File: src/rtl/uart_pkg.sv
// Shared UART definitions: FSM state encoding and parity selection codes,
// used by both the transmitter and the matching receiver.
package uart_pkg;

  typedef enum logic [2:0] {
    IDLE   = 3'd0,
    START  = 3'd1,
    DATA   = 3'd2,
    PARITY = 3'd3,
    STOP   = 3'd4
  } uart_state_t;

  localparam logic [1:0] PAR_NONE = 2'b00;
  localparam logic [1:0] PAR_EVEN = 2'b01;
  localparam logic [1:0] PAR_ODD  = 2'b10;

  // Code 2'b11 is treated as no parity.
  function automatic logic par_enabled(input logic [1:0] sel);
    return (sel == PAR_EVEN) || (sel == PAR_ODD);
  endfunction

  function automatic logic parity_bit(input logic [1:0] sel, input logic data_xor);
    return (sel == PAR_ODD) ? ~data_xor : data_xor;
  endfunction

endpackage

File: src/rtl/uart_baud_tick.sv
// Bit-period counter: pulses tick on the last cycle of every CLKS_PER_BIT
// window; held at zero while clear is asserted.
module uart_baud_tick #(
  parameter int unsigned CLKS_PER_BIT = 10416
) (
  input  logic clk,
  input  logic rst,
  input  logic clear,
  output logic tick
);

  localparam int unsigned CW = $clog2(CLKS_PER_BIT);
  localparam logic [CW-1:0] LAST = CW'(CLKS_PER_BIT - 1);

  logic [CW-1:0] cnt;

  always_ff @(posedge clk) begin
    if (rst || clear) begin
      cnt <= '0;
    end else if (cnt == LAST) begin
      cnt <= '0;
    end else begin
      cnt <= cnt + CW'(1);
    end
  end

  assign tick = !rst && !clear && (cnt == LAST);

endmodule

File: src/rtl/uart_tx_cfg.sv
// Configurable UART transmitter: start bit, 5..9 data bits LSB first,
// optional even/odd parity and one or two stop bits.
module uart_tx_cfg
  import uart_pkg::*;
#(
  parameter int unsigned CLKS_PER_BIT = 10416,
  parameter int unsigned DATA_BITS    = 8
) (
  input  logic                 clk,
  input  logic                 rst,
  input  logic [DATA_BITS-1:0] tx_data,
  input  logic                 tx_valid,
  output logic                 tx_ready,
  input  logic [1:0]           parity_sel,
  input  logic                 two_stop,
  output logic                 RsTx,
  output logic                 active,
  output logic                 done
);

  localparam int unsigned IW = $clog2(DATA_BITS);
  localparam logic [IW-1:0] LAST_IDX = IW'(DATA_BITS - 1);

  uart_state_t          state;
  logic [DATA_BITS-1:0] sh;
  logic [IW-1:0]        idx;
  logic                 stop_cnt;
  logic                 par_en_r;
  logic                 par_bit_r;
  logic                 two_r;
  logic                 tick;

  assign tx_ready = (state == IDLE) && !rst;

  uart_baud_tick #(.CLKS_PER_BIT(CLKS_PER_BIT)) u_tick (
    .clk   (clk),
    .rst   (rst),
    .clear (state == IDLE),
    .tick  (tick)
  );

  // Parity is folded at capture so the shift register can consume the data.
  always_ff @(posedge clk) begin
    if (rst) begin
      state     <= IDLE;
      RsTx      <= 1'b1;
      active    <= 1'b0;
      done      <= 1'b0;
      sh        <= '0;
      idx       <= '0;
      stop_cnt  <= 1'b0;
      par_en_r  <= 1'b0;
      par_bit_r <= 1'b0;
      two_r     <= 1'b0;
    end else begin
      done <= 1'b0;
      case (state)
        IDLE: begin
          RsTx <= 1'b1;
          if (tx_valid) begin
            sh        <= tx_data;
            par_en_r  <= par_enabled(parity_sel);
            par_bit_r <= parity_bit(parity_sel, ^tx_data);
            two_r     <= two_stop;
            idx       <= '0;
            stop_cnt  <= 1'b0;
            active    <= 1'b1;
            RsTx      <= 1'b0;
            state     <= START;
          end
        end
        START: begin
          if (tick) begin
            RsTx  <= sh[0];
            state <= DATA;
          end
        end
        DATA: begin
          if (tick) begin
            if (idx == LAST_IDX) begin
              if (par_en_r) begin
                RsTx  <= par_bit_r;
                state <= PARITY;
              end else begin
                RsTx  <= 1'b1;
                state <= STOP;
              end
            end else begin
              RsTx <= sh[1];
              sh   <= sh >> 1;
              idx  <= idx + IW'(1);
            end
          end
        end
        PARITY: begin
          if (tick) begin
            RsTx  <= 1'b1;
            state <= STOP;
          end
        end
        STOP: begin
          RsTx <= 1'b1;
          if (tick) begin
            if (stop_cnt == two_r) begin
              done   <= 1'b1;
              active <= 1'b0;
              state  <= IDLE;
            end else begin
              stop_cnt <= 1'b1;
            end
          end
        end
        default: begin
          RsTx   <= 1'b1;
          active <= 1'b0;
          state  <= IDLE;
        end
      endcase
    end
  end

endmodule

File: config.mk
export PLATFORM = sky130hd
export DESIGN_NAME = uart_tx_cfg
export DESIGN_NICKNAME = d
export VERILOG_FILES = /design/src/rtl/uart_pkg.sv /design/src/rtl/uart_baud_tick.sv /design/src/rtl/uart_tx_cfg.sv
export SDC_FILE = /design/constraint.sdc
export NUM_CORES = 1
export LEC_CHECK = 0
export ABC_CLOCK_PERIOD_IN_PS = 3150
export BUFFER_PORTS_ARGS = -buffer_cell sky130_fd_sc_hd__buf_2
export CELL_PAD_IN_SITES_DETAIL_PLACEMENT = 1
export CELL_PAD_IN_SITES_GLOBAL_PLACEMENT = 1
export CORE_MARGIN = 1
export CORE_UTILIZATION = 43
export CTS_CLUSTER_DIAMETER = 60
export CTS_CLUSTER_SIZE = 20
export DETAILED_ROUTE_END_ITERATION = 16
export HOLD_SLACK_MARGIN = 0.12
export PLACE_DENSITY = 0.75
export SYNTH_ARGS = -nofsm -noshare
export SYNTH_HDL_FRONTEND = slang
export SYNTH_SLANG_ARGS = --single-unit
File: constraint.sdc
create_clock -name clk -period 3.15 [get_ports clk]
set_input_delay 0.315 -clock clk [delete_from_list [all_inputs] [get_ports clk]]
set_output_delay 0.315 -clock clk [all_outputs]
set_load 0.01 [all_outputs]
**After elaboration in Yosys (flattened, before gate mapping)**

Cells that the tools add are included.
Widths: inputs -> output; s select.

- Output and inout port bits: 4
- Flip-flop bits (word level): 35
- Word-level logic and storage cells: 89

- Eq/ne operators: 18
- Mux-type cells: 34
- Bitwise gates (word level): 4
- Reductions and logical operators: 20
- Add/sub/neg operators: 2

Operators with widths:

| cell | count |
|---|---|
| $mux 3 | 11 |
| $mux 8 | 3 |
| $ne 2x2->1 const B | 9 |
| $pmux 8 s2 | 1 |
| $pmux 3 s5 | 1 |
| $add 14x1->14 const B | 1 |
| $eq 14x14->1 const B | 1 |
| $mux 1 | 14 |
| $reduce_and 4->1 | 3 |
| $reduce_xor 8->1 | 1 |
| $reduce_and 7->1 | 1 |
| $eq 3x2->1 const B | 2 |
| $eq 3x3->1 const B | 2 |
| $pmux 3 s2 | 1 |
| $reduce_or 3->1 | 2 |
| $not 1->1 | 4 |
| $pmux 1 s4 | 1 |
| $reduce_bool 2->1 | 2 |
| $add 3x1->3 const B | 1 |
| $eq 3x1->1 const B | 1 |
| $logic_and 1x1->1 | 3 |
| $logic_not 3->1 | 1 |
| $pmux 1 s3 | 1 |
| $reduce_and 3->1 | 1 |
| 8 further kinds | 10 |

**Longest topological paths before layout**

Gate-level depths: netlist of the first run.

- Depth after elaboration: 6
- Gate-level depth with buffers: 8

**By module**

A second synthesis of the first run with hierarchy kept.

- Cell total of the unflattened synthesis: 194
- Area, all modules: 1,814.2 um^2

By module, submodules not included:

| module | area an instance (um^2) | times used | cells an instance |
|---|---|---|---|
| uart_tx_cfg | 1,154.9 | 1 | 124 |
| uart_baud_tick | 659.4 | 1 | 70 |

**Worst setup path before layout of the first run**

No wires, ideal clock.

- Kind: reg-to-reg
- From: reg u_tick.cnt[9]
- To: reg state[0]
- Library setup time: 0.121 ns
- Arrival: 2.204 ns
- Path buffers: 1
- Clock period less this slack: 2.325 ns
- Cell stages (with the launch flop): 7
- Required time: 3.029 ns
- Path slack: 0.825 ns
- Cells stage by stage: dfxtp_1 or4b_1 or4_1 buf_2 nor4_1 o32a_2 mux2_2

- Word-level cells in the longest chain between the ends: 4

Ends and longest elaborated chain:

| element | line | source |
|---|---|---|
| start, declared | uart_baud_tick.sv:15 | `logic [CW-1:0] cnt;` |
| start signal, assigned | uart_baud_tick.sv:23 | `cnt <= cnt + CW'(1);` |
| $eq 14x14->1 (*) | uart_baud_tick.sv:27 | `assign tick = !rst && !clear && (cnt == LAST);` |
| $logic_and 1x1->1 (*) | uart_baud_tick.sv:27 |  |
| $ne 2x2->1 (no line) | n/a |  |
| $reduce_and 7->1 (no line) (*) | n/a |  |
| end signal, assigned | uart_tx_cfg.sv:45 | `state <= IDLE;` |
| end signal, assigned | uart_tx_cfg.sv:69 | `state <= START;` |
| end signal, assigned | uart_tx_cfg.sv:75 | `state <= DATA;` |
| end, declared | uart_tx_cfg.sv:24 | `uart_state_t state;` |

Every way passes the cells marked *; elsewhere a longest branch is shown, timed or not.
A chain may end at the register's enable or synchronous reset.

**Final worst setup path of the first run**

- From: reg u_tick.cnt[9]
- To: reg sh[3]

- Word-level cells in the longest chain between the ends: 4

Ends and longest elaborated chain:

| element | line | source |
|---|---|---|
| $eq 14x14->1 | uart_baud_tick.sv:27 |  |
| $logic_and 1x1->1 | uart_baud_tick.sv:27 |  |
| $ne 2x2->1 (no line) | n/a |  |
| $reduce_and 4->1 (no line) | n/a |  |
| end signal, assigned | uart_tx_cfg.sv:61 | `sh <= tx_data;` |
| end signal, assigned | uart_tx_cfg.sv:90 | `sh <= sh >> 1;` |
| end, declared | uart_tx_cfg.sv:25 | `logic [DATA_BITS-1:0] sh;` |

Every way passes these cells.

==> out/qor.csv, run 1 <==
metric,value,unit
pre_cts_slack,0.645,ns
io_buffer_count,17,
status,"complete, no violations",
fmax,397,MHz
initial_core_util,0.464,
cts.sinks,35,
die_w,65.8,um
synthToLayoutAreaGrowth,11.1,%
wl_met3,123,um
routedWlPerCell,15.6,um
ant_nets,0,
final_cell_mix,"dfxtp_1 (35), nand2_1 (31), nor2_1 (27), buf_2 (17), xor2_1 (11)",
crit_type,reg2reg,
numCtsBuffers,5,
grt_pass1_vias,1546,
synth-seq-area-share,0.400,
final_common_cell,dfxtp_1,
io_pins,18,
highest_layer,met4,
ys_ff_latch,35,
power.density,563,nW/um^2
met2WireLength,1990,um
start_kind,flop,
synthCells,208,
rsz0062_at_grt,false,
synth_area,1750,um^2
synth_top_area_frac,0.400,
cp_max_fo,16,
cts_buffer_depth,2,
grt_overflow,0,
critPathSlowestCell,or4_1,
yosys_warnings,0,
drt_iter0_drc,43,
yosysTopAreaCell,dfxtp_1,
drive_gt1_frac,0.149,
cp-end-kind,flop,
dieArea,4330,um^2
synth-edff-count,0,
grtUsageTotal,0.228,
cts_hold_buf,0,
routed-via-count,1499,
async_flop_share,0,
finalSetupTns,0,ns
place_congestion,0.741,
clk_pin_slew,0.07,ns
firstDrtPassIters,4,
fin_crit_sh,0.799,
synthFlopType,dfxtp_1,
viasPerCell,5.57,
tightest_slew,0.541,ns
die_height,65.8,um
setup_viol,0,
grt_max_degree,29,
antenna_found_initial,0,
wl_met1,2010,um
static-leakage-power,0.749,nW
fin_total_pwr,1.10,mW
irDropWorstVdd,0.246,mV
diodes,0,
finish.net_count,238,
critical_path.cell_chain,or4b_1 > or4_1 > o21ai_4 > nor2_1 > a311oi_1,
drv_cap,0,
drc,0,
post-route-min-period,2.52,ns
syn_nets,226,
timing.final.max_slew_violations,0,
dp_hpwl,2970,um
yosysUniqueCellTypes,42,
clock_latency,0.29,ns
min_path_type,in2reg,
core,3770,um^2
post_cts_buffers,0,
critPathArrivalTime,2.70,ns
nFillCells,470,
htreeDepth,2,
hold_violations,0,
cts_root_buf,clkbuf_8,
post_cts_resize_count,0,
post-route-util,0.516,
fin_worst_skew,0.00329,ns
synth.area.top_cells,"dfxtp_1 (40%), nand2_1 (6.6%), nor2_1 (5.8%)",
cp_slowest_stage_delay,0.68,ns
cts_tree,yes,
setup_slack,0.632,ns
grt_pass1_wl,7330,um
required,3.34,ns
row_count,22,
relSlewSlack,0.638,
wl,4190,um
syn_avg_cell_area,8.42,um^2
routing by layer:
| layer | up-vias | GRT usage |
|---|---|---|
| met2 | 23 | 0.371 |
| li1 | 748 | - |
| met4 | 0 | 0.0815 |
| met1 | 722 | 0.288 |
| met5 | - | 0 |
| met3 | 6 | 0.0569 |
power by group:
| group | switching [mW] | internal [mW] | total [mW] |
|---|---|---|---|
| sequential | 0.0358 | 0.480 | 0.516 |
| combinational | 0.125 | 0.0943 | 0.219 |
| clock | 0.161 | 0.200 | 0.361 |
worst max-delay path, delay by kind of cell (launching register included):
kind,cells,cell delay (ns)
and+or+nand+nor,3,1.31
DFF,1,0.34
AOI/OAI and AO/OA,2,0.77
per-stage QoR:
step	instances	hold slack [ns]	instance area (um^2)
6_report	269	0.281	1950
5_1_grt	269	0.285	1950
4_1_cts	269	0.276	1950
3_5_place_dp	261	0.450	1850
3_3_place_gp	261	0.430	1850
2_1_floorplan	208	0.413	1750
cells by family after synthesis:
logic type | Yosys count | share of synthesized area
flip-flops | 35 | 0.400
AO/OA/AOI/OAI | 30 | 0.131
multiplexers | 3 | 0.0193
buffers and inverters | 17 | 0.0414
adder cells (fa/ha/maj) | 4 | 0.0286
XOR/XNOR | 20 | 0.108
AND/OR/NAND/NOR | 99 | 0.272
final timing paths:
kind | from | to | slack (ns) | depth (start not counted)
setup reg to reg | u_tick.cnt[9] | sh[3] | 0.63 | 5
hold / removal | two_stop | two_r | 0.28 | 3
setup / recovery | u_tick.cnt[9] | sh[3] | 0.63 | 5
hold reg to reg | par_bit_r | par_bit_r | 0.46 | 2
cells in the mapped netlist (2+ instances only):
library cell and instances:
clkbuf_1 11, and3_1 6, ha_1 4, nand4_1 4, nand2_1 31, nor3_1 7, dfxtp_1 35, a311oi_1 6
nand3_1 6, o21ai_0 4, nor2_1 27, nor2b_1 2, a21oi_1 8, nand3b_1 4, nor4_1 3, mux2_2 3
a31oi_1 2, xor2_1 11, xnor2_1 8, inv_1 4
area by class of cell:
cell class                 count  area, um^2  area share
clock buffer                   8         100      0.0514
inverter                       4        15.0     0.00771
multi-input combinational    156         978       0.503
sequential                    35         701       0.360
tap                           48        60.1      0.0308
timing repair buffer          18        92.6      0.0476
sequential cells by signal (all words and copies together) (netlist names):
register    cells
active          1
idx             3
par_bit_r       1
RsTx            1
two_r           1
done            1
u_tick.cnt     14
stop_cnt        1
sh              8
state           3
par_en_r        1
Note: power is estimated with default switching activity, not from simulation.
==> inputs of run 2 (changes only) <==
Settings changed: ABC_AREA from default to 1, ABC_CLOCK_PERIOD_IN_PS 3150 to 2400, CORE_UTILIZATION 43 to 42, PLACE_DENSITY 0.75 to 0.77.
Clock period 3.15 ns to 2.4 ns, I/O delays scaled along.
==> run 2 against run 1 <==
Core utilization shrank 1.6 points. Die area rose by 8.0%. Area after synthesis increased by 5.8%. Largest power group unchanged. Sequential power up 48%. Final cell count grew 27%. Register-to-register slack better by 0.03 ns. Synthesized cell count grew 30%. Non-clock buffer count decreased by 1. Sequential share of layout area down 1.9 points. Count of clock-buffer cells in the layout fell by 2.
==> out/qor.csv, run 2 <==
metric,value,unit
drive_gt1_frac,0.144,
post_cts_resize_count,0,
combPwrFrac,0.379,
critical_path.cell_chain,ha_1 > nand3_1 > nor2_1 > nand3_2 > nand2_2 > nand2_4 > o21ai_0 > a21oi_1,
power.density,922,nW/um^2
required,2.58,ns
syn_nets,289,
firstDrtPassIters,4,
synth_top_area_frac,0.378,
synth_area,1850,um^2
yosys_warnings,0,
fin_crit_sh,0.725,
relSlewSlack,0.732,
cts_buffer_depth,2,
min_path_type,in2reg,
synth.top_cells.by_count,"nand2_1 (54), inv_1 (39), dfxtp_1 (35), a21oi_1 (28), nor2_1 (27)",
clock_latency,0.29,ns
grt_max_degree,19,
routed-via-count,1720,
start_kind,flop,
numCtsBuffers,5,
cp_slowest_stage_delay,0.35,ns
critPathSlowestCell,dfxtp_1,
placed_cells,333,
ys_ff_latch,35,
synth-edff-count,0,
rsz0062_at_grt,false,
io_pins,18,
initial_core_util,0.450,
async_flop_share,0,
path_delay_family,simple AND/OR/NAND/NOR gates,
viasPerCell,5.04,
cts_hold_buf,0,
largest_reg_flops,14,
finalSetupTns,0,ns
die_height,68.4,um
synth.most_common_cell,nand2_1,
synth.area.top_cells,"dfxtp_1 (38%), nand2_1 (11%), inv_1 (7.9%)",
syn_avg_cell_area,6.84,um^2
synthCells,271,
dieArea,4680,um^2
p_switching,762,uW
post_cts_buffers,0,
cp_max_fo,18,
critPathArrivalTime,1.92,ns
place_congestion,0.849,
seqPwrFrac,0.403,
regMostFlops,u_tick.cnt,
yosysTopAreaCell,dfxtp_1,
dp_hpwl,3190,um
cp-end-kind,flop,
ant_nets,0,
final_cell_mix,"nand2_1 (54), inv_1 (39), dfxtp_1 (35), a21oi_1 (28), nor2_1 (27)",
irDropWorstVdd,0.378,mV
fin_worst_skew,0.00606,ns
p_sw_frac,0.401,
status,"complete, no violations",
grt_pass1_wl,7020,um
cts.sinks,35,
wl,4180,um
fmax,575,MHz
io_buffer_count,17,
diodes,0,
hold_violations,0,
synthToLayoutAreaGrowth,11.1,%
die_w,68.4,um
setup_viol,0,
antenna_found_initial,0,
drv_cap,0,
timing.final.max_slew_violations,0,
cts_tree,yes,
nFillCells,570,
grt_overflow,0,
routedWlPerCell,12.3,um
power.internal,1.14,mW
yosysUniqueCellTypes,30,
crit_type,reg2reg,
clk_pin_slew,0.07,ns
grtUsageTotal,0.205,
final_cells,341,
htreeDepth,2,
final_common_cell,nand2_1,
synthFlopType,dfxtp_1,
post-route-min-period,1.74,ns
drt_iter0_drc,112,
critical_path_buf_inv_count,0,
cts_root_buf,clkbuf_8,
grt_pass1_vias,1568,
drc,0,
finish.net_count,308,
synth-seq-area-share,0.378,
row_count,23,
largestRegisters,"u_tick.cnt (14), sh (8)",
tightest_slew,0.399,ns
clkPwrFrac,0.218,
core,4120,um^2
static-leakage-power,0.888,nW
run 2: path summary, 6_finish.rpt:
kind	from	endpoint	slack, ns	depth (start not counted)
setup / recovery	u_tick.cnt[0]	sh[2]	0.66	8
setup reg to reg	u_tick.cnt[0]	sh[2]	0.66	8
hold / removal	two_stop	two_r	0.20	3
hold reg to reg	u_tick.cnt[0]	u_tick.cnt[0]	0.45	1
run 2: final cells by class:
| type | count | area (um^2) | area share |
|---|---|---|---|
| clock buffers | 6 | 72.6 | 0.0353 |
| clock inverters | 2 | 12.5 | 0.00608 |
| inverters | 43 | 161 | 0.0784 |
| multi-input cells | 188 | 963 | 0.468 |
| flip-flops and latches | 35 | 701 | 0.340 |
| well taps | 50 | 62.6 | 0.0304 |
| repair buffers | 17 | 85.1 | 0.0413 |
run 2: through the flow:
step / instance area [um^2] / util / power, mW / worst slack, ns / hold WS [ns]
2_1_floorplan: 1850 / - / 1.35 / 0.911 / 0.384
3_3_place_gp: 1970 / 0.479 / 1.50 / 0.731 / 0.433
3_5_place_dp: 1970 / 0.479 / 1.50 / 0.687 / 0.438
4_1_cts: 2060 / 0.500 / 1.93 / 0.647 / 0.193
5_1_grt: 2060 / 0.500 / 2.07 / 0.475 / 0.201
6_report: 2060 / 0.500 / 1.90 / 0.660 / 0.201
run 2: kinds of logic after synthesis:
logic type / count (synthesis) / synth area share
buf+inv: 48 / 0.102
simple gates: 124 / 0.312
fa+ha+maj: 4 / 0.0270
flops: 35 / 0.378
xor+xnor: 6 / 0.0284
compound gates: 54 / 0.153
run 2: layer usage:
metal,share of wire,GRT usage,wire (um)
met1,0.52,0.258,2170
met2,0.44,0.332,1830
met3,0.023,0.0450,98
met4,0.020,0.0938,82
met5,0,0,0
run 2: power by group through the flow:
| stage | registers [mW] | logic (mW) | clock network, mW |
|---|---|---|---|
| 2_1_floorplan | 0.767 | 0.580 | 0 |
| 3_3_place_gp | 0.779 | 0.717 | 0 |
| 5_1_grt | 0.781 | 0.839 | 0.453 |
| 4_1_cts | 0.766 | 0.732 | 0.429 |
| 3_5_place_dp | 0.779 | 0.726 | 0 |
| 6_report | 0.765 | 0.720 | 0.414 |
run 2: worst register-to-register path: cells and delay by family, from the launching register on:
| kind | cells | cell delay (ns) |
|---|---|---|
| adders and majority gates | 1 | 0.20 |
| and+or+nand+nor | 5 | 0.79 |
| AOI/OAI and AO/OA | 2 | 0.29 |
| DFF | 1 | 0.35 |
==> inputs of run 3 (changes only) <==
Settings changed: ABC_CLOCK_PERIOD_IN_PS 2400 to 1470, CORE_UTILIZATION 42 to 37, PLACE_DENSITY 0.77 to 0.72.
Clock period 2.4 ns to 1.47 ns, I/O delays scaled along.
==> run 3 against run 2 <==
The flow now finishes with violations (negative setup slack). Routed wire length grew 34%. Cell area grew 23%. Die area grew 13%. Flip-flop and latch count is the same. Via count grew 13%. Clock skew grew 0.0040 ns. Largest power group is now combinational logic. Highest routed layer unchanged.
==> out/qor.csv, run 3 (synthesis gave the netlist of run 2 again) <==
metric,value,unit
status,finished with violations,
failed_checks,negative setup slack,
routedWlPerCell,14.4,um
cts_tree,yes,
clk_pin_slew,0.08,ns
viasPerCell,5.00,
core,4790,um^2
grtUsageTotal,0.211,
critPathArrivalTime,1.66,ns
timing.final.max_slew_violations,0,
firstDrtPassIters,4,
row_count,25,
synthToLayoutAreaGrowth,36.2,%
irDropWorstVdd,0.623,mV
grt_max_degree,19,
fin_worst_skew,0.0101,ns
cp-end-kind,flop,
die_w,72.8,um
place_congestion,0.763,
largest_reg_flops,14,
hold_violations,0,
post-route-min-period,1.48,ns
cts_root_buf,clkbuf_8,
io_buffer_count,17,
fin_total_pwr,4.00,mW
grt_pass1_wl,8630,um
static-leakage-power,1.05,nW
setup_slack,-0.00972,ns
wl,5590,um
numCtsBuffers,5,
required,1.65,ns
ant_nets,0,
place_area,2160,um^2
dieArea,5300,um^2
cp_max_fo,6,
fmax,676,MHz
setup_viol,3,
tightest_slew,0.420,ns
htreeDepth,2,
initial_core_util,0.387,
grt_pass1_vias,1882,
clock_latency,0.29,ns
diodes,0,
cts.sinks,35,
drive_gt1_frac,0.338,
largestRegisters,"u_tick.cnt (14), sh (8)",
final_area,2520,um^2
drt_iter0_drc,77,
power.density,1580,nW/um^2
cts_buffer_depth,2,
holdWs,0.151,ns
finish.net_count,337,
min_path_type,in2reg,
grt_overflow,0,
dp_hpwl,3670,um
io_pins,18,
rsz0062_at_grt,true,
relSlewSlack,0.720,
start_kind,flop,
final_common_cell,nand2_1,
crit_type,reg2reg,
antenna_found_initial,0,
fin_crit_sh,1.01,
routed-via-count,1936,
regMostFlops,u_tick.cnt,
drc,0,
die_height,72.8,um
final_cell_mix,"nand2_1 (48), inv_1 (31), dfxtp_1 (28), buf_4 (27), a21oi_1 (26)",
drv_cap,0,
[run 3: cell count changes in the layout (fill, tap and decap cells not counted), moves of 6 or more]
| cell | before | now |
|---|---|---|
| dfxtp_1 | 35 | 28 |
| buf_4 | 0 | 27 |
| nand2_1 | 54 | 48 |
| inv_1 | 39 | 31 |
| dfxtp_2 | 0 | 6 |
| o21ai_0 | 22 | 16 |
| nor2_1 | 27 | 21 |
[run 3: worst paths after layout]
check / end / slack (ns) / cells past startpoint / startpoint
worst max register to register: state[0] / -0.01 / 10 / u_tick.cnt[0]
worst max-delay path: state[0] / -0.01 / 10 / u_tick.cnt[0]
worst min-delay path: par_en_r / 0.15 / 3 / parity_sel[1]
worst min register to register: sh[2] / 0.46 / 2 / sh[2]
[run 3: layout make-up]
| type | instances | area, um^2 |
|---|---|---|
| sequential | 35 | 712 |
| clock buffer | 6 | 72.6 |
| tap | 67 | 83.8 |
| fill | 634 | 2260 |
| multi-input combinational | 189 | 1130 |
| inverter | 43 | 169 |
| timing repair buffer | 45 | 298 |
| clock inverter | 2 | 60.1 |
[run 3: routing by layer]
layer,wire [um],track usage,share of wire,vias to the layer above
met3,109,0.0387,0.019,11
li1,-,-,-,972
met2,2780,0.360,0.50,26
met4,113,0.0588,0.020,0
met5,0,0,0,-
met1,2590,0.272,0.46,927
[run 3: critical path, cell delays in order, from the launching register on]
cell     delay (ns)
dfxtp_2        0.37
ha_4           0.15
nand3_4        0.11
nor2_4         0.13
nand3_4        0.13
nand2_2        0.13
nand2_4        0.07
nor2_4         0.11
nand2_1        0.06
nand2_1        0.06
nor2_1         0.05
[run 3: timing repair]
action / in CTS / in global routing
hold buffers: 1 / 0
setup endpoints to repair: 29 / 29
gates cloned: 0 / 1
hold endpoints to repair: 1 / 0
setup buffers: 1 / 4
gates resized for setup: 21 / 39
pin swaps: 5 / 16
[run 3: where the power goes]
group	internal [mW]	switching (mW)	total [mW]	leakage, nW
logic	0.637	1.05	1.69	0.695
clock network	0.678	0.368	1.05	0.0654
registers	1.14	0.126	1.26	0.289
total	2.45	1.55	4.00	1.05
[run 3: stage by stage]
step           cells  setup TNS, ns  utilization  setup WS (ns)
5_1_grt          387          -1.87        0.527         -0.128
6_report         387        -0.0201        0.527       -0.00972
2_1_floorplan    271              0            -        0.00837
3_5_place_dp     372          -2.34        0.451         -0.145
4_1_cts          382       -0.00769        0.500       -0.00465
3_3_place_gp     372         -0.986        0.451        -0.0628
